`src/rtl/rv32_mod_muldiv.sv`:
```
// Iterative RV32 M-extension unit: radix-2 shift-add multiply and restoring divide,
// one bit per cycle, with valid/ready handshakes on both request and response.
//
// state | meaning
// IDLE  | waiting for a request, req_ready high
// PREP  | take absolute values, record result sign, catch divide special cases
// CALC  | 32 iterations of shift-add or shift-subtract
// FIX   | apply sign and select product half / quotient / remainder
// DONE  | result presented until resp_ready
module rv32_mod_muldiv (
  input  logic        clk,
  input  logic        rst,
  input  logic [4:0]  func,
  input  logic [31:0] read0_data,
  input  logic [31:0] read1_data,
  input  logic        req_valid,
  output logic        req_ready,
  input  logic        kill,
  output logic        resp_valid,
  input  logic        resp_ready,
  output logic [31:0] result,
  output logic        busy
);

  typedef enum logic [2:0] {IDLE, PREP, CALC, FIX, DONE} state_t;

  state_t      state_q, state_d;
  logic [2:0]  func_q, func_d;
  logic [31:0] opa_q, opa_d;
  logic [31:0] opb_q, opb_d;
  logic [63:0] acc_q, acc_d;
  logic [5:0]  cnt_q, cnt_d;
  logic        neg_q, neg_d;
  logic [31:0] result_q, result_d;

  logic        unused_func;
  logic        is_div, sign_a, sign_b, neg_a, neg_b, div_zero, div_ovf;
  logic [31:0] abs_a, abs_b;
  logic [32:0] mul_sum, div_shift;
  logic [31:0] div_diff;
  logic        div_ge;
  logic [63:0] prod_fix;
  logic [31:0] quo_fix, rem_fix;

  assign unused_func = ^func[4:3];

  assign is_div   = func_q[2];
  assign sign_a   = (func_q == 3'b001) || (func_q == 3'b010) || (func_q == 3'b100) || (func_q == 3'b110);
  assign sign_b   = (func_q == 3'b001) || (func_q == 3'b100) || (func_q == 3'b110);
  assign neg_a    = sign_a & opa_q[31];
  assign neg_b    = sign_b & opb_q[31];
  assign abs_a    = neg_a ? (32'd0 - opa_q) : opa_q;
  assign abs_b    = neg_b ? (32'd0 - opb_q) : opb_q;
  assign div_zero = is_div && (opb_q == 32'd0);
  assign div_ovf  = is_div && !func_q[0] && (opa_q == 32'h8000_0000) && (opb_q == 32'hFFFF_FFFF);

  // During CALC opa_q holds the multiplicand or divisor; acc_q holds {high, low} work halves.
  assign mul_sum   = {1'b0, acc_q[63:32]} + (acc_q[0] ? {1'b0, opa_q} : 33'd0);
  assign div_shift = {acc_q[63:32], acc_q[31]};
  assign div_ge    = div_shift >= {1'b0, opa_q};
  assign div_diff  = div_shift[31:0] - opa_q;

  assign prod_fix = neg_q ? (64'd0 - acc_q) : acc_q;
  assign quo_fix  = neg_q ? (32'd0 - acc_q[31:0]) : acc_q[31:0];
  assign rem_fix  = neg_q ? (32'd0 - acc_q[63:32]) : acc_q[63:32];

  always_comb begin
    state_d  = state_q;
    func_d   = func_q;
    opa_d    = opa_q;
    opb_d    = opb_q;
    acc_d    = acc_q;
    cnt_d    = cnt_q;
    neg_d    = neg_q;
    result_d = result_q;
    if (kill) begin
      state_d = IDLE;
    end else begin
      case (state_q)
        IDLE: begin
          if (req_valid) begin
            func_d  = func[2:0];
            opa_d   = read0_data;
            opb_d   = read1_data;
            state_d = PREP;
          end
        end
        PREP: begin
          cnt_d = 6'd0;
          if (div_zero) begin
            result_d = func_q[1] ? opa_q : 32'hFFFF_FFFF;
            state_d  = DONE;
          end else if (div_ovf) begin
            result_d = func_q[1] ? 32'h0000_0000 : 32'h8000_0000;
            state_d  = DONE;
          end else begin
            opa_d   = is_div ? abs_b : abs_a;
            acc_d   = {32'd0, is_div ? abs_a : abs_b};
            neg_d   = (is_div && func_q[1]) ? neg_a : (neg_a ^ neg_b);
            state_d = CALC;
          end
        end
        CALC: begin
          if (is_div) begin
            acc_d = div_ge ? {div_diff, acc_q[30:0], 1'b1}
                           : {div_shift[31:0], acc_q[30:0], 1'b0};
          end else begin
            acc_d = {mul_sum, acc_q[31:1]};
          end
          cnt_d = cnt_q + 6'd1;
          if (cnt_q == 6'd31) state_d = FIX;
        end
        FIX: begin
          case (func_q)
            3'b000:         result_d = prod_fix[31:0];
            3'b100, 3'b101: result_d = quo_fix;
            3'b110, 3'b111: result_d = rem_fix;
            default:        result_d = prod_fix[63:32];
          endcase
          state_d = DONE;
        end
        DONE: begin
          if (resp_ready) state_d = IDLE;
        end
        default: state_d = IDLE;
      endcase
    end
  end

  always_ff @(posedge clk) begin
    if (rst) begin
      state_q  <= IDLE;
      func_q   <= 3'd0;
      opa_q    <= 32'd0;
      opb_q    <= 32'd0;
      acc_q    <= 64'd0;
      cnt_q    <= 6'd0;
      neg_q    <= 1'b0;
      result_q <= 32'd0;
    end else begin
      state_q  <= state_d;
      func_q   <= func_d;
      opa_q    <= opa_d;
      opb_q    <= opb_d;
      acc_q    <= acc_d;
      cnt_q    <= cnt_d;
      neg_q    <= neg_d;
      result_q <= result_d;
    end
  end

  assign req_ready  = (state_q == IDLE);
  assign resp_valid = (state_q == DONE);
  assign busy       = (state_q != IDLE);
  assign result     = result_q;

endmodule

```
`config.mk`:
```
export PLATFORM = sky130hd
export DESIGN_NAME = rv32_mod_muldiv
export DESIGN_NICKNAME = d
export VERILOG_FILES = /design/src/rtl/rv32_mod_muldiv.sv
export SDC_FILE = /design/constraint.sdc
export NUM_CORES = 1
export LEC_CHECK = 0
export CAP_MARGIN = 20
export CORE_AREA = 4 4 221 223
export CTS_CLUSTER_SIZE = 16
export DETAILED_ROUTE_END_ITERATION = 10
export DIE_AREA = 0 0 225 227
export PLACE_DENSITY = 0.57
export SYNTH_ARGS = -nofsm -noshare
export SYNTH_HDL_FRONTEND = slang
export SYNTH_SLANG_ARGS = --single-unit
export TNS_END_PERCENT = 50
```
`constraint.sdc`:
```
create_clock -name clk -period 3 [get_ports clk]
set_input_delay 0.45 -clock clk [delete_from_list [all_inputs] [get_ports clk]]
set_output_delay 0.45 -clock clk [all_outputs]
set_load 0.03 [all_outputs]
```
==> flow_metrics.env, run 1 <==
export IMPL_clk_latency_ps=510
export IMPL_ant_nets=0
export IMPL_clk_pin_slew_worst_paths_ps=80
export IMPL_nNetsFinal=2858
export IMPL_syn_avg_cell_area_um2=7.118
export IMPL_synthArstFlopShare_pct=0
export IMPL_fp_dieW_um=225
export IMPL_vias=19480
export IMPL_die_h_um=227
export IMPL_synth_seq_area_share_pct=21.92
export IMPL_critical_path_required_ps=3400
export IMPL_leakage_nw=9.532
export IMPL_first_pass_iters=5
export IMPL_whs_path_depth=2
export IMPL_startpoint_type="register"
export IMPL_rr_worst_depth=15
export IMPL_ys_flop_type="dfxtp_1"
export IMPL_grt_start_max_net_pins=139
export IMPL_rr_endpoint="acc_q[56]"
export IMPL_worstSetupEndpointType="register"
export IMPL_cp_slowest_cell="dfxtp_4"
export IMPL_r2r_start="opa_q[0]"
export IMPL_drt_initial_drc_count=2010
export IMPL_start_util_pct=33.94
export IMPL_grt_pass1_wl_um=115500
export IMPL_core_um2=46560
export IMPL_critPathKind="register to register"
export IMPL_synth_cells=2220
export IMPL_setup_viol=12
export IMPL_wl_per_cell_um=23.96
export IMPL_synth_top_area_share_pct=21.92
export IMPL_wirelength_um=79850
export IMPL_ios=109
export IMPL_dieArea_um2=51080
export IMPL_cts_hold_buf=0
export IMPL_syn_num_nets=2366
export IMPL_io_buffers=106
export IMPL_drc_errors=0
export IMPL_synthTopCellsByArea="dfxtp_1 22%, a21oi_1 7.0%, nor2_1 6.2%"
export IMPL_synth_area_leader_cell="dfxtp_1"
export IMPL_gp_congestion=1.039
export IMPL_globalRouteOverflowTotal=0
export IMPL_failed_checks="setup timing"
export IMPL_drive_gt1_share_pct=29.91
export IMPL_fillers=4489
export IMPL_vias_per_cell=5.846
export IMPL_clkSinkCount=173
export IMPL_synth_warnings=0
export IMPL_cpPeakStageDelay_ps=370
export IMPL_synth_edf_count=0
export IMPL_maxCapViolations=0
export IMPL_grt_pass1_vias=18320
export IMPL_timing_final_ws_setup_ps=-202.0
export IMPL_finalMaxSlewViolations=0
export IMPL_ys_ff_latch=173
export IMPL_htree_levels=4
export IMPL_ff2ff_setup_slack_ps=-200
export IMPL_multi_input_area_um2=12670
export IMPL_final_common_cell="buf_4"
export IMPL_min_from="rst"
export IMPL_tightest_slew_ps=850.4
export IMPL_diodes=0
export IMPL_fin_crit_sh_pct=106.7
export IMPL_cp_max_fo=3
export IMPL_final_hold_violation_count=0
export IMPL_synth_cell_types=80
export IMPL_placementRows=79
export IMPL_holdPathEnd="acc_q[13]"
export IMPL_seq_area_um2=3506
export IMPL_fmax_ghz=0.3123
export IMPL_powerDensity_nw_per_um2=306.6
export IMPL_maxSlewHeadroom_pct=43.30
export IMPL_final_cell_mix="489 x buf_4, 243 x nor2_1, 237 x nand2_1"
export IMPL_whs_ps=171.4
export IMPL_cts_buffer_depth=2
export IMPL_final_area_um2=23330
export IMPL_irDropWorstVdd_mv=0.2995
export IMPL_area_growth_pct=47.63
export IMPL_netlist_area_um2=15800
export IMPL_grt_usage_pct=29.97
export IMPL_path_cells="ha_4, inv_2, fa_2, a211o_1, a211oi_2, buf_4, o31a_1, nand3_2, buf_6, buf_6, a31o_4, xor2_1, mux2i_1, nand2_1, a32o_1"
export IMPL_rsz0062_at_grt="true"
export IMPL_worst_ep_arrival_time_ps=3600
export IMPL_antenna_found_initial=0
export IMPL_place_area_um2=20820
export IMPL_place_hpwl_um=61890
export IMPL_outcome="finished with violations"
export IMPL_cp_num_buf_inv=4
export IMPL_cp_top_family="compound AO/OA/AOI/OAI gates"
export IMPL_cts_buffers=17
export IMPL_hp_class="input pin to register"
export IMPL_crit_top_cell="buf_6"
export IMPL_fin_skew_ps=19.08
export IMPL_fin_crit_ps=3202
export IMPL_cts_root_buf="clkbuf_16"
export IMPL_cts_tree="done"
-- stage by stage --
| stage | instances | util [%] | worst slack [ps] | total power [mW] | TNS (ps) |
|---|---|---|---|---|---|
| global route | 3332 | 50.11 | -290.5 | 7.404 | -3349 |
| CTS | 3297 | 47.30 | -214.3 | 6.948 | -1052 |
| finish | 3332 | 50.11 | -202.0 | 7.154 | -1228 |
| detailed placement | 3248 | 44.73 | -481.2 | 4.500 | -10290 |
| global placement | 3248 | 44.73 | -439.6 | 4.491 | -8862 |
| floorplan | 2220 | - | -39.65 | 3.450 | -75.90 |
-- registers in the layout (all words and copies together) (netlist names) --
register and flops:
opb_q 32, state_q 3, opa_q 32, cnt_q 6, func_q 3, acc_q 64, result 32, neg_q 1
-- synthesized netlist by cell type (19+ instances only) --
| cell type | number |
|---|---|
| o21ai_0 | 142 |
| a211oi_1 | 65 |
| inv_1 | 72 |
| clkbuf_1 | 140 |
| a31oi_1 | 33 |
| a21oi_1 | 220 |
| nor2_1 | 262 |
| nand4_1 | 28 |
| xnor2_1 | 104 |
| dfxtp_1 | 173 |
| o31ai_1 | 25 |
| a311oi_1 | 19 |
| nor3_1 | 47 |
| nand2_1 | 240 |
| mux2i_1 | 55 |
| nand2b_1 | 23 |
| ha_1 | 70 |
| nand3_1 | 35 |
| a221oi_1 | 21 |
| xor2_1 | 81 |
| o211ai_1 | 33 |
| a21o_1 | 37 |
-- how the worst max path moves through the flow --
stage                   start    endpoint  depth (start not counted)
finish               opa_q[0]   acc_q[56]                         15
global placement     acc_q[0]   acc_q[60]                         14
floorplan            acc_q[0]   acc_q[60]                         13
CTS                  opa_q[0]   acc_q[56]                         15
detailed placement   acc_q[0]  result[18]                         13
global route        acc_q[31]   acc_q[56]                         16
-- where the power goes --
| part | switching, mW | internal [mW] | total (mW) |
|---|---|---|---|
| logic | 1.33 | 1.04 | 2.37 |
| clock network | 1.18 | 1.17 | 2.35 |
| registers | 0.0697 | 2.37 | 2.44 |
-- what timing repair did --
item / 4_1_cts / 5_1_grt
gates cloned: 1 / 5
gates resized for setup: 108 / 209
pin swaps: 37 / 66
setup endpoints to repair: 77 / 90
buffers inserted: 16 / 31
-- layer usage --
metal  wire [um]  GRT usage (%)  vias up  share of wire [%]
met5           0              0        -                  0
met4        4254          14.33        0                5.3
met3        5857          5.558      188                7.3
met2       35680          47.36      910                 45
met1       34050          39.67     9315                 43
li1            -              -     9065                  -
-- worst register-to-register path: cells and delay by family, from the launching register on --
family                     cells  cell delay (ps)
AOI/OAI and AO/OA              5             1200
adders and majority gates      2              480
xor gates and xnor gates       1              140
muxes                          1              140
buffers and inverters          4              500
DFF                            1              370
and+or+nand+nor                2              250
-- cells by family after synthesis --
logic type	count (synthesis)	synth area share, %
adder cells (fa/ha/maj)	72	5.796
flip-flops	173	21.92
AO/OA/AOI/OAI	744	30.36
buffers and inverters	239	5.906
AND/OR/NAND/NOR	740	21.36
XOR/XNOR	185	10.25
multiplexers	67	4.410
-- area by class of cell --
class,instances,area share (%)
clock buffer,18,1.840
multi-input combinational,1808,54.30
sequential,173,15.03
timing repair buffer,638,23.62
inverter,74,1.293
clock inverter,14,0.6704
tap,607,3.255
(Power assumes the default switching activity.)
==> run 2: changes to the inputs <==
--- a/config.mk
+++ b/config.mk
@@ -7,6 +7,7 @@
 export LEC_CHECK = 0
 export CAP_MARGIN = 20
 export CORE_AREA = 4 4 221 223
+export CTS_CLUSTER_DIAMETER = 60
 export CTS_CLUSTER_SIZE = 16
 export DETAILED_ROUTE_END_ITERATION = 10
 export DIE_AREA = 0 0 225 227
==> results of run 2 <==
No change in the layout: final DEF, timing and power equal those of run 1.
==> run 3: changes to the inputs <==
--- a/config.mk
+++ b/config.mk
@@ -6,12 +6,15 @@
 export NUM_CORES = 1
 export LEC_CHECK = 0
 export CAP_MARGIN = 20
+export CELL_PAD_IN_SITES_DETAIL_PLACEMENT = 0
+export CELL_PAD_IN_SITES_GLOBAL_PLACEMENT = 1
 export CORE_AREA = 4 4 221 223
 export CTS_CLUSTER_DIAMETER = 60
 export CTS_CLUSTER_SIZE = 16
 export DETAILED_ROUTE_END_ITERATION = 10
 export DIE_AREA = 0 0 225 227
-export PLACE_DENSITY = 0.57
+export PLACE_DENSITY = 0.72
+export RECOVER_POWER = 50
 export SYNTH_ARGS = -nofsm -noshare
 export SYNTH_HDL_FRONTEND = slang
 export SYNTH_SLANG_ARGS = --single-unit
==> run 3 against run 2 <==
Net effect:
- the run still ends with setup timing left
- register-to-register slack improved by 90 ps
- largest power group is now clock
- global-route usage fell by 1.2 points
- critical endpoint is now acc_q[58]
- die area did not move
- clock power rose by 5%
- non-clock buffer count fell by 96
- sequential share of layout area rose by 0.95 points
==> flow_metrics.env, run 3 (synthesis results as in run 1) <==
export IMPL_cpPeakStageDelay_ps=390
export IMPL_post_route_util_pct=46.81
export IMPL_regMostFlops="acc_q"
export IMPL_fp_dieW_um=225
export IMPL_cts_tree="done"
export IMPL_final_hold_violation_count=0
export IMPL_leakage_nw=8.964
export IMPL_grt_usage_pct=28.80
export IMPL_vias=18670
export IMPL_cts_hold_buf=0
export IMPL_tightest_slew_ps=1332
export IMPL_htree_levels=4
export IMPL_core_um2=46560
export IMPL_gp_congestion=0.9867
export IMPL_cp_slowest_cell="a221o_1"
export IMPL_drc_errors=0
export IMPL_setup_viol=60
export IMPL_start_util_pct=33.94
export IMPL_hp_class="input pin to register"
export IMPL_cts_root_buf="clkbuf_16"
export IMPL_cts_buffer_depth=2
export IMPL_ant_nets=0
export IMPL_cp_top_family="compound AO/OA/AOI/OAI gates"
export IMPL_fmax_ghz=0.3210
export IMPL_vias_per_cell=5.771
export IMPL_worst_ep_arrival_time_ps=3550
export IMPL_placementRows=79
export IMPL_final_cell_mix="412 x buf_4, 259 x nor2_1, 236 x nand2_1"
export IMPL_outcome="finished with violations"
export IMPL_clkSinkCount=173
export IMPL_dp_cells=3182
export IMPL_globalRouteOverflowTotal=0
export IMPL_die_h_um=227
export IMPL_io_buffers=106
export IMPL_fin_crit_sh_pct=103.8
export IMPL_nNetsFinal=2762
export IMPL_dieArea_um2=51080
export IMPL_critPathKind="register to register"
export IMPL_cp_num_buf_inv=4
export IMPL_grt_start_max_net_pins=76
export IMPL_path_cells="inv_2, ha_4, inv_2, fa_2, a211o_1, a211oi_2, buf_4, o31a_1, nand3_4, a221o_1, buf_4, nand2_1, or3b_4, o211ai_1"
export IMPL_diodes=0
export IMPL_rsz0062_at_grt="true"
export IMPL_drt_initial_drc_count=1578
export IMPL_cp_max_fo=4
export IMPL_fin_skew_ps=14.60
export IMPL_worstSetupEndpointType="register"
export IMPL_startpoint_type="register"
export IMPL_critical_path_required_ps=3430
export IMPL_first_pass_iters=8
export IMPL_drive_gt1_share_pct=23.93
export IMPL_setup_tns_ps=-2664
export IMPL_place_hpwl_um=59880
export IMPL_clk_latency_ps=510
export IMPL_area_growth_pct=37.92
export IMPL_largest_register_ffs=64
export IMPL_maxCapViolations=0
export IMPL_ff2ff_setup_slack_ps=-120
export IMPL_ios=109
export IMPL_maxSlewHeadroom_pct=11.18
export IMPL_powerDensity_nw_per_um2=321.6
export IMPL_antenna_found_initial=0
export IMPL_cts_buffers=17
export IMPL_wl_per_cell_um=23.35
export IMPL_wirelength_um=75570
export IMPL_timing_final_ws_setup_ps=-115.2
export IMPL_grt_pass1_wl_um=111800
export IMPL_grt_pass1_vias=18180
export IMPL_finalMaxSlewViolations=0
export IMPL_fin_crit_ps=3115
export IMPL_irDropWorstVdd_mv=0.4328
export IMPL_failed_checks="setup timing"
export IMPL_finalNonFillerCells=3236
export IMPL_final_common_cell="buf_4"
export IMPL_clk_pin_slew_worst_paths_ps=80
[run 3: changes by cell type in the layout (fill, tap and decap cells not counted), moves of 9 or more]
cell             change
dfxtp_1             +13
clkdlybuf4s50_1     -35
dlygate4sd3_1       +35
inv_1               +12
dfxtp_2             -10
ha_4                -10
buf_4               -77
nor2_1              +16
buf_12               -9
[run 3: stage by stage]
stage / total power [mW] / setup WS (ps) / cell area, um2 / hold slack, ps
floorplan: 3.450 / -39.65 / 15800 / 457.1
global placement: 4.410 / -396.6 / 20240 / 453.8
detailed placement: 4.419 / -425.8 / 20240 / 462.5
CTS: 6.916 / -150.4 / 21100 / 243.6
global route: 7.267 / -213.1 / 21790 / 260.2
finish: 7.009 / -115.2 / 21790 / 288.1
[run 3: final timing paths]
| kind | startpoint | cells after the start | to |
|---|---|---|---|
| max | acc_q[31] | 14 | acc_q[58] |
| min | rst | 2 | acc_q[0] |
| max reg2reg | acc_q[31] | 14 | acc_q[58] |
| min reg2reg | result[26] | 2 | result[26] |
[run 3: what timing repair did]
item,CTS,global route
resized for setup,47,131
setup endpoints to repair,45,99
gates cloned,1,1
pin swaps,19,55
buffers inserted,8,13
[run 3: layout make-up]
cell class              instances  area (um2)
inverters                      74       280.3
well taps                     607       759.5
multi-input cells            1808       12120
clock buffers                  19       464.2
repair buffers                542        4539
clock inverters                13       153.9
fillers                      4727       24760
flip-flops and latches        173        3482
[run 3: metal layers]
metal	wire length, um	GRT usage, %
met1	32050	37.46
met2	34780	47.05
met3	4884	4.294
met4	3849	13.89
met5	0	0
[run 3: report_power, final]
| part | switching, mW | leakage (nW) | internal (mW) |
|---|---|---|---|
| Combinational | 1.23 | 7.26 | 0.891 |
| Sequential | 0.0614 | 1.41 | 2.37 |
| Clock | 1.14 | 0.290 | 1.31 |
| Total | 2.44 | 8.96 | 4.57 |
